[config.mk]
export PLATFORM = sky130hd
export DESIGN_NAME = syn_tle_gemm
export DESIGN_NICKNAME = d
export VERILOG_FILES = /design/src/rtl/syn_tle_gemm.sv
export SDC_FILE = /design/constraint.sdc
export NUM_CORES = 2
export LEC_CHECK = 0
export CORE_MARGIN = 5
export CORE_UTILIZATION = 35
export CTS_CLUSTER_SIZE = 14
export DETAILED_ROUTE_END_ITERATION = 6
export GPL_TIMING_DRIVEN = 0
export PLACE_DENSITY_LB_ADDON = 0.1
export SETUP_SLACK_MARGIN = 0.02
export SLEW_MARGIN = 20
export SYNTH_ARGS = -nofsm -noshare
export SYNTH_HDL_FRONTEND = slang
export SYNTH_SLANG_ARGS = --single-unit
[constraint.sdc]
create_clock -name clk_i -period 14.45 [get_ports clk_i]
set_input_delay 2.1675 -clock clk_i [delete_from_list [all_inputs] [get_ports clk_i]]
set_output_delay 2.1675 -clock clk_i [all_outputs]
set_load 0.01 [all_outputs]
[src/rtl/syn_tle_gemm.sv]
// ----------------------------------------------------------------------------
// syn_tle_gemm -- pipelined signed matrix multiply-accumulate tile.
//
// Computes D = A x B + C, where A is MxK, B is KxN and C/D are MxN. All M*N
// dot products of length K are formed in parallel. The result leaves through
// PIPESTAGES register stages under a valid/ready handshake on both sides.
//
// Optional feature macro: SYN_TLE_SAT_EN
//   defined   : the final add uses 4P+1 bits and saturates to the signed 4P range
//   undefined : the final add wraps modulo 2^(4P)
//
// Parameters
//   M, N, K     matrix dimensions (K >= 1)
//   P           element width of A and B (signed)
//   PIPESTAGES  register stages from input to D_o (>= 1)
//   TREE        1 = balanced adder tree, 0 = linear chain for the K-term sum
//
// Ports (flattened, row-major, element 0 in the LSBs)
//   clk_i    in   clock, rising edge
//   rst_ni   in   asynchronous reset, ACTIVE HIGH despite the name
//   A_i      in   [M*K*P]   A[i][k]  at bits (i*K+k)*P   +: P
//   B_i      in   [K*N*P]   B[k][j]  at bits (k*N+j)*P   +: P
//   C_i      in   [M*N*4P]  C[i][j]  at bits (i*N+j)*4P  +: 4P
//   valid_i  in   input beat valid
//   ready_o  out  tile accepts a beat this cycle
//   D_o      out  [M*N*4P]  D[i][j], same layout as C_i
//   valid_o  out  D_o valid
//   ready_i  in   downstream accepts D_o
// ----------------------------------------------------------------------------
module syn_tle_gemm #(
  parameter int M          = 2,
  parameter int N          = 2,
  parameter int K          = 2,
  parameter int P          = 8,
  parameter int PIPESTAGES = 2,
  parameter int TREE       = 0
) (
  input  logic                 clk_i,
  input  logic                 rst_ni,
  input  logic [M*K*P-1:0]     A_i,
  input  logic [K*N*P-1:0]     B_i,
  input  logic [M*N*4*P-1:0]   C_i,
  input  logic                 valid_i,
  output logic                 ready_o,
  output logic [M*N*4*P-1:0]   D_o,
  output logic                 valid_o,
  input  logic                 ready_i
);

  localparam int W   = 4 * P;
  localparam int MN  = M * N;
  // Leaf count of the adder tree, rounded up to a power of two.
  localparam int KP2 = (K <= 1) ? 1 : (1 << $clog2(K));

  // Signed PxP product, sign-extended to the 4P accumulation width.
  function automatic logic signed [W-1:0] mul_ext(input logic [P-1:0] a,
                                                  input logic [P-1:0] b);
    logic signed [2*P-1:0] a_x;
    logic signed [2*P-1:0] b_x;
    logic signed [2*P-1:0] prod;
    a_x  = {{P{a[P-1]}}, a};
    b_x  = {{P{b[P-1]}}, b};
    prod = a_x * b_x;
    return {{(W-2*P){prod[2*P-1]}}, prod};
  endfunction

  // --------------------------------------------------------------------------
  // K-term reductions, one per output element
  // --------------------------------------------------------------------------
  logic [MN*W-1:0] sum_flat;

  genvar gi, gj, ge;
  for (gi = 0; gi < M; gi++) begin : g_row
    for (gj = 0; gj < N; gj++) begin : g_col
      if (TREE != 0) begin : g_tree
        // Heap-ordered tree: leaves at KP2..2*KP2-1, root at index 1.
        // Unused leaves are zero so they do not disturb the sum.
        logic signed [W-1:0] node [1:2*KP2-1];
        always_comb begin
          for (int n = 1; n < 2 * KP2; n++) begin
            node[n] = '0;
          end
          for (int k = 0; k < K; k++) begin
            node[KP2+k] = mul_ext(A_i[(gi*K+k)*P +: P], B_i[(k*N+gj)*P +: P]);
          end
          for (int n = KP2 - 1; n >= 1; n--) begin
            node[n] = node[2*n] + node[2*n+1];
          end
        end
        assign sum_flat[(gi*N+gj)*W +: W] = node[1];
      end else begin : g_chain
        logic signed [W-1:0] acc;
        always_comb begin
          acc = '0;
          for (int k = 0; k < K; k++) begin
            acc = acc + mul_ext(A_i[(gi*K+k)*P +: P], B_i[(k*N+gj)*P +: P]);
          end
        end
        assign sum_flat[(gi*N+gj)*W +: W] = acc;
      end
    end
  end

  // --------------------------------------------------------------------------
  // Global stall and handshake
  // --------------------------------------------------------------------------
  logic                  en;
  logic [PIPESTAGES-1:0] valid_q;
  logic [MN*W-1:0]       d_q;
  logic [MN*W-1:0]       fin_sum;
  logic [MN*W-1:0]       fin_c;
  logic [MN*W-1:0]       fin_d;

  // Every stage advances together whenever the output slot is free or drained.
  assign en      = !valid_q[PIPESTAGES-1] || ready_i;
  // Reset clears valid_o which would otherwise make en (and ready_o) high.
  assign ready_o = en && !rst_ni;
  assign valid_o = valid_q[PIPESTAGES-1];
  assign D_o     = d_q;

  // Bubbles travel with the data: stage 0 always samples valid_i when en.
  always_ff @(posedge clk_i or posedge rst_ni) begin
    if (rst_ni) begin
      valid_q <= '0;
    end else if (en) begin
      valid_q[0] <= valid_i;
      for (int s = 1; s < PIPESTAGES; s++) begin
        valid_q[s] <= valid_q[s-1];
      end
    end
  end

  // --------------------------------------------------------------------------
  // Data pipeline ahead of the final add
  // --------------------------------------------------------------------------
  if (PIPESTAGES == 1) begin : g_direct
    // Single stage: the final add happens straight off the inputs.
    assign fin_sum = sum_flat;
    assign fin_c   = C_i;
  end else begin : g_staged
    localparam int S = PIPESTAGES - 1;
    logic [MN*W-1:0] sum_q [S];
    logic [MN*W-1:0] c_q   [S];

    always_ff @(posedge clk_i or posedge rst_ni) begin
      if (rst_ni) begin
        for (int s = 0; s < S; s++) begin
          sum_q[s] <= '0;
          c_q[s]   <= '0;
        end
      end else if (en) begin
        sum_q[0] <= sum_flat;
        c_q[0]   <= C_i;
        for (int s = 1; s < S; s++) begin
          sum_q[s] <= sum_q[s-1];
          c_q[s]   <= c_q[s-1];
        end
      end
    end

    assign fin_sum = sum_q[S-1];
    assign fin_c   = c_q[S-1];
  end

  // --------------------------------------------------------------------------
  // Final accumulate, one adder per output element
  // --------------------------------------------------------------------------
  for (ge = 0; ge < MN; ge++) begin : g_fin
    logic signed [W-1:0] s_e;
    logic signed [W-1:0] c_e;
    assign s_e = fin_sum[ge*W +: W];
    assign c_e = fin_c[ge*W +: W];
`ifdef SYN_TLE_SAT_EN
    logic signed [W:0] wide;
    assign wide = {s_e[W-1], s_e} + {c_e[W-1], c_e};
    // The top two bits disagree only on overflow; the sign of the wide sum
    // picks the clamp value (0111..1 for positive, 1000..0 for negative).
    assign fin_d[ge*W +: W] = (wide[W] != wide[W-1]) ?
                              {wide[W], {(W-1){~wide[W]}}} : wide[W-1:0];
`else
    assign fin_d[ge*W +: W] = s_e + c_e;
`endif
  end

  always_ff @(posedge clk_i or posedge rst_ni) begin
    if (rst_ni) begin
      d_q <= '0;
    end else if (en) begin
      d_q <= fin_d;
    end
  end

endmodule

==> results.toml <==
[status]
status = "complete, no violations"

[synthesis]
synth_nets = 5462
ys_ff_latch = 326
synth-compound-area-share = 0.0952
synth_top_flop_cell = "dfrtp_1"
synthXorXnorAreaFrac = 0.0421
yosysSeqAreaShare = 0.208
synth_top_family_by_area = "adder cells"
synth-edff-count = 0
yosys.area_share.simple = 0.169
synthMuxAreaShare = 0.00143
syn-instance-count = 4354
yosysWarnings = 0
synthDistinctLibCells = 70
syn_avg_cell_area_um2 = 9.02
synthAdderAreaFrac = 0.401
ys_async_sr_fraction = 1.00
syn_area_um2 = 39300

[sta]
max_freq_ghz = 0.113
fin_crit_sh = 0.612
setup-violations-final = 0
drv_slew = 0
rsz0062_at_grt = "false"
finClkSkew_ns = 0.0168
slew_headroom = 0.209
final.min_clock_period_ns = 8.85
worst_pin_slew_ns = 1.19
hold_viol_final = 0

[cts]
hold_buffers = 0
clock_path_buffers = 3
worstSkewPairLatency_ns = 0.58
cts_buffers = 39
cts.repair.resized = 0
cts_tree = "built"
cts-root-buf = "clkbuf_16"
path_clk_slew_ns = 0.06
htree_num_levels = 2
cts_setup_buffers = 0
clock-sinks = 326

[finish]
layout_commonest_cell = "nand2_1"
instances_no_fill = 6245
synthToLayoutAreaGrowth_pct = 16.7
drive_above_1_share = 0.0204
nets = 5832
final_cell_mix = "nand2_1 (734), inv_1 (728), fa_1 (576)"

[critical_path]
max_stage_delay_ns = 0.88
crit_required_ns = 14.96
cp_cell_sequence = "clkdlybuf4s50_1, clkbuf_1, nand2_1, inv_1, fa_1, inv_1, fa_1, fa_1, inv_1, fa_1, fa_1, inv_1, fa_1, inv_1, ha_1, nand2_1, o21ai_0, a211oi_1, o41ai_1, xor2_1, mux2_2"
critPathBufInv = 7
crit_arrival_ns = 9.36
start_kind = "input pin"
end_kind = "flip-flop"
cp_top_family = "adder cells"
crit_fanout = 10
crit_path_top_delay_cell = "clkdlybuf4s50_1"
path_common_cell = "fa_1"
worst-setup-path-type = "input pin to flip-flop"

[die]
die_h_um = 345
die_x_um = 345
initial_core_util = 0.353
io_pins = 326
die-area_um2 = 119000
fp-row-count = 122
core_um2 = 111000

[grt]
grtUsageTotal = 0.225
grt_start_max_net_pins = 81
grt.overflow.total = 0
antenna_found_initial = 9
grt_pass1_vias = 31988
grt_pass1_wl_mm = 202

[detailed_routing]
drt_wl_total_mm = 133
drc = 0
viasPerCell = 4.92
drtAntennaViolNets = 0
via_count = 30719
wire_per_inst_um = 21.4
drt_iter0_markers = 1859
drtPass1Iterations = 5

[place]
post-dp-hpwl_mm = 109
place_inst = 6171
gp_congestion = 0.879
port_buffers = 325

[min_path]
hp-class = "flip-flop to flip-flop"

[job]
drv_cap = 0
==> stage by stage <==
stage	setup slack [ns]	hold slack [ns]	TNS (ns)	area, um^2	util
finish	5.60	0.466	0	45800	0.412
global route	5.21	0.485	0	45800	0.412
CTS	5.71	0.470	0	45800	0.412
detailed placement	5.12	0.455	0	44500	0.401
global placement	-1.73	0.442	-538.73	44400	0.399
floorplan	3.26	0.430	0	39300	-
==> worst register-to-register path, stage by stage (launching register included) <==
cell and delay (ns):
dfrtp_1 0.38, nor2b_1 0.45, clkbuf_1 0.60, clkbuf_1 0.65, clkbuf_1 0.81, clkbuf_1 0.58
nand2_1 0.12, nand2_1 0.09
==> cells by family after synthesis <==
family / after synthesis
compound gates: 608
xor+xnor: 189
fa+ha+maj: 912
buf+inv: 879
flops: 326
mux: 5
simple gates: 1435
==> flip-flops by register name (all words and copies together) (netlist names) <==
name     count
D_o        128
fin_sum     68
fin_c      128
valid_q      2
==> path summary, 6_finish.rpt <==
kind / slack (ns) / end / depth (start not counted) / from
hold reg to reg: 0.47 / D_o[64] / 2 / D_o[64]
min in group asynchronous: 2.00 / fin_c[20] / 2 / rst_ni
setup reg to reg: 10.70 / fin_c[36] / 7 / valid_q[1]
max in group asynchronous: 10.59 / fin_c[109] / 6 / rst_ni
setup / recovery: 5.60 / fin_sum[15] / 21 / A_i[7]
hold / removal: 0.47 / D_o[64] / 2 / D_o[64]
==> cell type report <==
cell class | count | area, um^2
Fill cell | 11495 | 65300
Multi-Input combinational cell | 3149 | 27800
Sequential cell | 326 | 8160
Timing Repair Buffer | 329 | 3360
Inverter | 729 | 2740
Tap cell | 1488 | 1860
Clock buffer | 59 | 1200
Buffer | 150 | 572
Clock inverter | 11 | 97.6
Antenna cell | 4 | 10.0
==> routing by layer <==
| metal | global-route usage | vias up | wire (um) |
|---|---|---|---|
| met5 | 0 | - | 41 |
| met4 | 0.0443 | 6 | 2700 |
| met3 | 0.0289 | 130 | 7820 |
| met2 | 0.362 | 805 | 60000 |
| met1 | 0.330 | 15383 | 62800 |
| li1 | - | 14395 | - |
==> Yosys cell counts (5+ instances only) <==
library cell | instances | area (um^2)
nor3_1 | 32 | 160
o31ai_1 | 15 | 113
xnor2_1 | 119 | 1040
mux2_2 | 5 | 56.3
a41oi_1 | 6 | 52.6
or3_1 | 12 | 75.1
o211ai_1 | 18 | 135
nand4_1 | 7 | 43.8
nor2b_1 | 18 | 113
nand3_1 | 38 | 190
xor2_1 | 70 | 613
a21o_1 | 54 | 405
buf_1 | 12 | 45.0
o21ai_1 | 26 | 130
nand3b_1 | 6 | 45.0
a211oi_1 | 28 | 210
nor3b_1 | 16 | 120
inv_1 | 729 | 2740
nand2b_1 | 29 | 181
clkbuf_1 | 137 | 514
and3_1 | 17 | 106
nor4_1 | 5 | 31.3
nand2_1 | 734 | 2760
nor2_1 | 200 | 751
a21oi_1 | 223 | 1120
dfrtp_1 | 326 | 8160
o21ai_0 | 115 | 576
o21bai_1 | 31 | 233
a31oi_1 | 24 | 150
o21a_1 | 22 | 165
fa_1 | 576 | 11500
ha_1 | 336 | 4200
and2_1 | 299 | 1870
Power is not shown: default switching activity piles up to over one toggle a cycle in this logic, so the estimate is an artifact.
